**src/rtl/vga_sync_gen.sv**
```systemverilog
// vga_sync_gen: VGA raster timing generator (640x480@60 by default).
// Divides the system clock down to the pixel rate, runs the x/y raster
// counters and produces registered hsync/vsync/video_on/frame_start.
// Optional build macro VGA_SYNC_FRAME_CNT_EN adds an 8-bit frame counter
// output (frame_cnt) that steps on every frame_start.
module vga_sync_gen #(
    parameter int unsigned CLK_DIV   = 4,
    parameter int unsigned H_VISIBLE = 640,
    parameter int unsigned H_FP      = 16,
    parameter int unsigned H_SYNC    = 96,
    parameter int unsigned H_BP      = 48,
    parameter int unsigned V_VISIBLE = 480,
    parameter int unsigned V_FP      = 10,
    parameter int unsigned V_SYNC    = 2,
    parameter int unsigned V_BP      = 33
) (
    input  logic       clk,
    input  logic       rst_n,
    output logic       pixel_tick,
    output logic [9:0] pixel_x,
    output logic [9:0] pixel_y,
    output logic       video_on,
    output logic       hsync,
    output logic       vsync,
    output logic       frame_start
`ifdef VGA_SYNC_FRAME_CNT_EN
    ,
    output logic [7:0] frame_cnt
`endif
);

    localparam int unsigned CNT_W        = 10;
    localparam int unsigned DIV_W        = (CLK_DIV > 1) ? $clog2(CLK_DIV) : 1;
    localparam int unsigned H_TOTAL      = H_VISIBLE + H_FP + H_SYNC + H_BP;
    localparam int unsigned V_TOTAL      = V_VISIBLE + V_FP + V_SYNC + V_BP;
    localparam int unsigned H_SYNC_START = H_VISIBLE + H_FP;
    localparam int unsigned H_SYNC_END   = H_VISIBLE + H_FP + H_SYNC;
    localparam int unsigned V_SYNC_START = V_VISIBLE + V_FP;
    localparam int unsigned V_SYNC_END   = V_VISIBLE + V_FP + V_SYNC;

    logic [DIV_W-1:0] div;
    logic [DIV_W-1:0] div_nxt;
    // Low for the first cycle after reset so pixel_tick reads 0 at reset even when CLK_DIV=1.
    logic             run;
    logic [CNT_W-1:0] x_nxt;
    logic [CNT_W-1:0] y_nxt;
    logic             line_end;
    logic             frame_wrap;
    logic             hsync_nxt;
    logic             vsync_nxt;
    logic             video_on_nxt;

    // Pixel strobe: last divider phase, only once the generator is running.
    assign pixel_tick = run && (div == DIV_W'(CLK_DIV - 1));

    // Next-state divider/counters and sync decode of the next raster position.
    always_comb begin
        div_nxt    = (div == DIV_W'(CLK_DIV - 1)) ? '0 : div + DIV_W'(1);
        x_nxt      = pixel_x;
        y_nxt      = pixel_y;
        line_end   = (pixel_x == CNT_W'(H_TOTAL - 1));
        frame_wrap = pixel_tick && line_end && (pixel_y == CNT_W'(V_TOTAL - 1));
        if (pixel_tick) begin
            if (line_end) begin
                x_nxt = '0;
                y_nxt = (pixel_y == CNT_W'(V_TOTAL - 1)) ? '0 : pixel_y + CNT_W'(1);
            end else begin
                x_nxt = pixel_x + CNT_W'(1);
            end
        end
        hsync_nxt    = !((x_nxt >= CNT_W'(H_SYNC_START)) && (x_nxt < CNT_W'(H_SYNC_END)));
        vsync_nxt    = !((y_nxt >= CNT_W'(V_SYNC_START)) && (y_nxt < CNT_W'(V_SYNC_END)));
        video_on_nxt = (x_nxt < CNT_W'(H_VISIBLE)) && (y_nxt < CNT_W'(V_VISIBLE));
    end

    // State and registered outputs; reset overrides everything.
    always_ff @(posedge clk) begin
        if (!rst_n) begin
            run         <= 1'b0;
            div         <= '0;
            pixel_x     <= '0;
            pixel_y     <= '0;
            hsync       <= 1'b1;
            vsync       <= 1'b1;
            video_on    <= 1'b0;
            frame_start <= 1'b0;
        end else begin
            run         <= 1'b1;
            div         <= div_nxt;
            pixel_x     <= x_nxt;
            pixel_y     <= y_nxt;
            hsync       <= hsync_nxt;
            vsync       <= vsync_nxt;
            video_on    <= video_on_nxt;
            frame_start <= frame_wrap;
        end
    end

`ifdef VGA_SYNC_FRAME_CNT_EN
    // Frame counter steps on the same edge that raises frame_start.
    always_ff @(posedge clk) begin
        if (!rst_n) begin
            frame_cnt <= '0;
        end else if (frame_wrap) begin
            frame_cnt <= frame_cnt + 8'(1);
        end
    end
`endif

endmodule

```
**config.mk**
```make
export PLATFORM = sky130hd
export DESIGN_NAME = vga_sync_gen
export DESIGN_NICKNAME = d
export VERILOG_FILES = /design/src/rtl/vga_sync_gen.sv
export SDC_FILE = /design/constraint.sdc
export NUM_CORES = 1
export LEC_CHECK = 0
export ABC_AREA = 1
export CAP_MARGIN = 20
export CORE_UTILIZATION = 46
export CTS_CLUSTER_SIZE = 28
export DETAILED_ROUTE_END_ITERATION = 6
export GPL_TIMING_DRIVEN = 0
export PLACE_DENSITY_LB_ADDON = 0.3
export RECOVER_POWER = 50
export SKIP_CTS_REPAIR_TIMING = 1
export SYNTH_ARGS = -nofsm -noshare
export SYNTH_HDL_FRONTEND = slang
export SYNTH_SLANG_ARGS = --single-unit
```
**constraint.sdc**
```tcl
create_clock -name clk -period 1.4 [get_ports clk]
set_input_delay 0.21 -clock clk [delete_from_list [all_inputs] [get_ports clk]]
set_output_delay 0.21 -clock clk [all_outputs]
set_load 0.1 [all_outputs]
```
# After elaboration in Yosys (flattened, before gate mapping)

Index checks and enable logic that the tools add are counted.
W data, S select, Z words.

Flip-flop bits (word level): 27
Bits in latches: 0
Bits in writable memories: 0
ROM bits: 0
Input port bits: 2
Output and inout bits: 25
Word-level logic and storage cells: 36
Memories: 0

Add/subtract/negate cells: 3
Multipliers: 0
Divide/modulo/power cells: 0
$lt $le $gt $ge: 6
Eq/ne operators: 3
Shifts and indexed selects: 0
Mux-type cells: 6
Bitwise logic cells: 1
Reductions and logical operators: 9

Operators by type and width:

| kind                    | number |
|---|---|
| $mux W10                | 5 |
| $add A10 B1 Y10 const B | 2 |
| $eq A10 B10 Y1 const B  | 2 |
| $lt A10 B10 Y1 const B  | 2 |
| $lt A10 B9 Y1 const B   | 2 |
| $ge A10 B10 Y1 const B  | 1 |
| $ge A10 B9 Y1 const B   | 1 |
| $logic_and A1 B1 Y1     | 6 |
| $add A2 B1 Y2 const B   | 1 |
| $eq A2 B2 Y1 const B    | 1 |
| $logic_not A1 Y1        | 2 |
| $reduce_or A2 Y1        | 1 |
| $mux W1                 | 1 |
| $not A1 Y1              | 1 |

# Depth between registers and ports, before layout

Gate-level depths: netlist of run 1.

Word-level depth: 7
Gate-level depth with buffers: 12
Gate-level depth less buffers: 12

# Worst setup path after synthesis of run 1

No wires, ideal clock.

Path type: register to register
Start point: reg pixel_x[0]
End point: reg video_on
Library setup time: 0.112 ns
Arrival: 2.185 ns
Data required time: 1.288 ns
Path slack: -0.896 ns
Cell stages (with the launch flop): 11
Path buffers: 0
Clock period less this slack: 2.296 ns
Cell sequence: dfxtp_1 -> ha_1 -> nand2_1 -> nor2_2 -> nand3_4 -> nor2_1 -> nor2_1 -> nor3_2 -> nand2_1 -> nor2_1 -> nor2_1

Longest elaborated chain between the ends: 5
Elaborated cells on any way between the ends: 9
Classes of those cells: 1 x add/sub; 2 x order compare; 1 x eq/ne; 4 x mux; 1 x reduce/logical

RTL lines:

| what                                                     | line   | source |
|---|---|---|
| from (decl)                                              | 20     | `output logic [9:0] pixel_x,` |
| from (signal assigned)                                   | 90     | `pixel_x <= x_nxt;` |
| $add A10 B1 Y10 / $eq A10 B10 Y1 (equally long branches) | 68, 61 |  |
| $mux W10                                                 | 64     | `if (line_end) begin` |
| $mux W10                                                 | 63     | `if (pixel_tick) begin` |
| $lt A10 B10 Y1 / $lt A10 B9 Y1 (equally long branches)   | 73     | `video_on_nxt = (x_nxt < CNT_W'(H_VISIBLE)) && (y_nxt < CNT_W'(V_VISIBLE));` |
| $logic_and A1 B1 Y1 (*)                                  | 73     |  |
| to (signal assigned)                                     | 94     | `video_on <= video_on_nxt;` |
| to (decl)                                                | 22     | `output logic video_on,` |

Mark *: on every way between the ends. The rest lies on a longest branch, timed or not.
A chain may end at the register's enable or synchronous reset.

# Final worst setup path of run 1

Start point: reg div[0]
End point: out pixel_tick

Longest elaborated chain between the ends: 2

RTL lines:

| what                   | line | source |
|---|---|---|
| from (decl)            | 41   | `logic [DIV_W-1:0] div;` |
| from (signal assigned) | 89   | `div <= div_nxt;` |
| $eq A2 B2 Y1           | 54   | `assign pixel_tick = run && (div == DIV_W'(CLK_DIV - 1));` |
| $logic_and A1 B1 Y1    | 54   |  |
| to (decl)              | 19   | `output logic pixel_tick,` |

Every way passes these cells.

==> results of run 1 <==
synth_stat cells, types with 2 or more instances:
cell type / instances / area (sq um)
sky130_fd_sc_hd__nand4_1: 4 / 25.0
sky130_fd_sc_hd__a21oi_1: 2 / 10.0
sky130_fd_sc_hd__inv_1: 22 / 82.6
sky130_fd_sc_hd__nand3_1: 18 / 90.1
sky130_fd_sc_hd__o21ai_0: 2 / 10.0
sky130_fd_sc_hd__nand2_1: 42 / 158
sky130_fd_sc_hd__xor2_1: 4 / 35.0
sky130_fd_sc_hd__nor3_2: 5 / 50.1
sky130_fd_sc_hd__dfxtp_1: 27 / 541
sky130_fd_sc_hd__nand3b_1: 3 / 22.5
sky130_fd_sc_hd__nor3_1: 8 / 40.0
sky130_fd_sc_hd__ha_1: 4 / 50.1
sky130_fd_sc_hd__inv_2: 3 / 11.3
sky130_fd_sc_hd__nor2_2: 3 / 18.8
sky130_fd_sc_hd__nor2_1: 44 / 165
per-stage QoR:
| stage | hold slack (ns) | std cells | utilization (%) | TNS [ns] |
|---|---|---|---|---|
| 6_report | 0.441 | 273 | 70.5 | -1.48 |
| 5_1_grt | 0.461 | 273 | 70.5 | -3.16 |
| 4_1_cts | 0.450 | 264 | 67.5 | -19.73 |
| 3_5_place_dp | 0.430 | 260 | 66.5 | -12.61 |
| 3_3_place_gp | 0.423 | 260 | 66.5 | -12.35 |
| 2_1_floorplan | 0.238 | 203 | - | -1.08 |
cell type report:
class                           instances  area (sq um)
Buffer                                  2          16.3
Clock buffer                            3          22.5
Clock inverter                          1          5.00
Fill cell                             259           842
Inverter                               25           106
Multi-Input combinational cell        149           976
Sequential cell                        27           608
Tap cell                               31          38.8
Timing Repair Buffer                   35           238
power breakdown:
part	internal, mW	total, mW	switching, mW
Sequential	0.754	0.766	0.0122
Clock	0.108	0.348	0.240
Combinational	0.0326	0.107	0.0743
Total	0.894	1.22	0.326
state kept, by name (all words and copies together), names as in the netlist:
signal	cells
hsync	1
video_on	1
vsync	1
div	2
pixel_x	10
run	1
pixel_y	10
frame_start	1
critical path, stage by stage, from the launching register on:
cell and delay (ns):
sky130_fd_sc_hd__dfxtp_2 0.37, sky130_fd_sc_hd__ha_4 0.16, sky130_fd_sc_hd__nand2_8 0.09, sky130_fd_sc_hd__inv_12 0.07, sky130_fd_sc_hd__buf_2 0.41
final timing paths:
kind,slack (ns),start,cells after the start,endpoint
max,-0.26,div[0]$_SDFF_PP0_,4,pixel_tick
min,0.44,div[0]$_SDFF_PP0_,1,div[0]$_SDFF_PP0_
max reg2reg,-0.24,div[0]$_SDFF_PP0_,11,vsync$_SDFF_PN1_
min reg2reg,0.44,div[0]$_SDFF_PP0_,1,div[0]$_SDFF_PP0_
layer usage:
layer,up-vias,wire length [microns]
met3,5,145
met1,654,1430
met5,-,0
li1,722,-
met2,36,1760
met4,0,48
kinds of logic (layout without fill, tap and decap cells):
| kind of cell | Yosys count | after routing | share of synthesized area, % |
|---|---|---|---|
| simple gates | 135 | 135 | 45.9 |
| flops | 27 | 27 | 37.9 |
| fa+ha+maj | 4 | 4 | 3.51 |
| compound gates | 5 | 5 | 2.02 |
| buf+inv | 27 | 66 | 7.62 |
| xor+xnor | 5 | 5 | 3.07 |
==> impl_results.html, run 1 <==
<table>
<tr><th>Metric</th><th>Value</th></tr>
<tr><th colspan="2">Run status</th></tr>
<tr><td>Outcome</td><td>finished with violations</td></tr>
<tr><td>Violated checks</td><td>DRC, setup timing</td></tr>
<tr><th colspan="2">Timing</th></tr>
<tr><td>Count of final max-slew check failures</td><td>0</td></tr>
<tr><td>Final critical-path share of the clock period</td><td>118%</td></tr>
<tr><td>Final setup margin</td><td>-0.257 ns</td></tr>
<tr><td>Relative slew margins</td><td>a little under two thirds</td></tr>
<tr><td>Unrepaired setup endpoints after global routing</td><td>true</td></tr>
<tr><td>Worst clock skew</td><td>between 0.005 and 0.006 ns</td></tr>
<tr><td>Final critical-path required period</td><td>1.66 ns</td></tr>
<tr><td>Number of endpoints with negative hold slack in the final report</td><td>0</td></tr>
<tr><td>Slew @ Worst Pin</td><td>around 0.54 ns</td></tr>
<tr><td>Peak Freq</td><td>a little over 600 MHz</td></tr>
<tr><td>Final setup viols</td><td>13</td></tr>
<tr><th colspan="2">Setup path</th></tr>
<tr><td>Worst Setup End Kind</td><td>primary output</td></tr>
<tr><td>Worst setup path category</td><td>reg -&gt; out</td></tr>
<tr><td>Crit path DAT</td><td>1.45 ns</td></tr>
<tr><td>Startpoint Class</td><td>register</td></tr>
<tr><td>CP max FO</td><td>5</td></tr>
<tr><td>Critical Path RT</td><td>about 1.2 ns</td></tr>
<tr><th colspan="2">Clock tree</th></tr>
<tr><td>Deepest level of the CTS H-tree</td><td>1</td></tr>
<tr><td>CTS tree</td><td>done</td></tr>
<tr><td>Clk sinks</td><td>27</td></tr>
<tr><td>Root buffer selected by CTS</td><td>sky130_fd_sc_hd__clkbuf_4</td></tr>
<tr><td>Clock latency at the later pin of the worst-skew pair</td><td>~0.34 ns</td></tr>
<tr><td>Clock-pin slew of the registers on the worst-case setup and hold paths</td><td>0.14 ns</td></tr>
<tr><td>Clock buffer count from CTS</td><td>3</td></tr>
<tr><td>Deepest clock path buffer count</td><td>2</td></tr>
<tr><th colspan="2">Detailed routing</th></tr>
<tr><td>DRC violation count after routing</td><td>4</td></tr>
<tr><td>Antenna-violating nets left</td><td>0</td></tr>
<tr><td>Detailed-route via count</td><td>~1,400</td></tr>
<tr><td>Vias per cell</td><td>5.19</td></tr>
<tr><td>Post-DR wirelength/cell</td><td>~12 microns</td></tr>
<tr><td>Number of violations reported at the end of detailed-routing iteration 0</td><td>45</td></tr>
<tr><td>First-pass detailed-route iteration total</td><td>6</td></tr>
<tr><td>Total Wirelength</td><td>~3400 microns</td></tr>
<tr><th colspan="2">Floorplanning</th></tr>
<tr><td>Standard cell core area</td><td>approximately 2900 sq um</td></tr>
<tr><td>Die width</td><td>a little under 60 microns</td></tr>
<tr><td>Number of placement rows</td><td>19</td></tr>
<tr><td>Number of I/O pins</td><td>27</td></tr>
<tr><td>Effective utilization at floorplan</td><td>50.0%</td></tr>
<tr><td>DIE AREA</td><td>3330 sq um</td></tr>
<tr><td>Vertical extent of the die</td><td>between 50 and 60 microns</td></tr>
<tr><th colspan="2">Global route</th></tr>
<tr><td>Met3 Resource Use GR</td><td>approximately 4.2%</td></tr>
<tr><td>Grt total ovfl</td><td>0</td></tr>
<tr><td>Tot GR Track Use</td><td>a little over a fifth</td></tr>
<tr><td>Pin count of the biggest net entering global routing</td><td>16</td></tr>
<tr><td>Number of antenna violations at the first check in global routing</td><td>0</td></tr>
<tr><td>M2 GR Usage</td><td>between 30% and 40%</td></tr>
<tr><td>Top Usage Layer GRT</td><td>met2</td></tr>
<tr><td>Global-route met1 utilization</td><td>between 20% and 30%</td></tr>
<tr><td>Global-route wire length before repair</td><td>roughly 5300 microns</td></tr>
<tr><td>Number of global-route vias before repair</td><td>around 1,300</td></tr>
<tr><th colspan="2">Layout</th></tr>
<tr><td>Area added between synthesis and finish</td><td>40.8%</td></tr>
<tr><td>Fraction of layout cells with a size suffix above 1</td><td>between 40% and 50%</td></tr>
<tr><td>Final layout net count</td><td>249</td></tr>
<tr><td>Leading cell types in the layout, fill and taps excluded</td><td>sky130_fd_sc_hd__nor2_1 (37), sky130_fd_sc_hd__nand2_1 (33), sky130_fd_sc_hd__inv_1 (21)</td></tr>
<tr><td>Antenna cell count</td><td>0</td></tr>
<tr><td>Most frequent standard cell in the layout excluding fill and tap cells</td><td>sky130_fd_sc_hd__nor2_1</td></tr>
<tr><td>Post-route cell area</td><td>2010 sq um</td></tr>
<tr><th colspan="2">Synth</th></tr>
<tr><td>Number of enable-type register cells in the synthesized netlist</td><td>0</td></tr>
<tr><td>Number of cells produced by synthesis</td><td>around 200</td></tr>
<tr><td>Area of the mapped netlist</td><td>between 1000 and 1500 sq um</td></tr>
<tr><td>Number of synthesized register bits</td><td>27</td></tr>
<tr><td>Share of synthesized area occupied by flip-flops and latches</td><td>37.9%</td></tr>
<tr><td>Average size of a mapped cell</td><td>7.03 sq um</td></tr>
<tr><td>Share of async-settable or async-resettable flops after synthesis</td><td>0%</td></tr>
<tr><td>Post-synth cell types</td><td>27</td></tr>
<tr><td>Count of warnings emitted by yosys</td><td>0</td></tr>
<tr><td>Main flop type after synthesis</td><td>sky130_fd_sc_hd__dfxtp_1</td></tr>
<tr><td>Synthesized net count</td><td>~210</td></tr>
<tr><th colspan="2">Pwr</th></tr>
<tr><td>Static leakage</td><td>~0.82 nW</td></tr>
<tr><td>Overall power consumption</td><td>roughly 1.2 mW</td></tr>
<tr><td>Peak ir drop on the vdd network</td><td>around 0.52 mV</td></tr>
<tr><td>Power per cell area</td><td>around 600 nW/um^2</td></tr>
<tr><th colspan="2">Placed design</th></tr>
<tr><td>Post-detailed-placement half-perimeter wirelength</td><td>2360 microns</td></tr>
<tr><td>Final GP Congestion</td><td>about 0.86</td></tr>
<tr><td>DP Worst Slack</td><td>-0.682 ns</td></tr>
<tr><td>Number of buffers added on ports</td><td>26</td></tr>
<tr><td>Area after DPL</td><td>between 1500 and 2000 sq um</td></tr>
<tr><th colspan="2">Run</th></tr>
<tr><td>Max cap viols</td><td>0</td></tr>
<tr><th colspan="2">Worst hold path</th></tr>
<tr><td>Min-Delay Path Class</td><td>reg -&gt; reg</td></tr>
</table>
Power figures use the tool's default switching activity.
==> inputs of run 2 (changes only) <==
HOLD_SLACK_MARGIN = 0.08   (was unset)
==> results of run 2 <==
Final layout, timing and power as in run 1 (identical DEF).
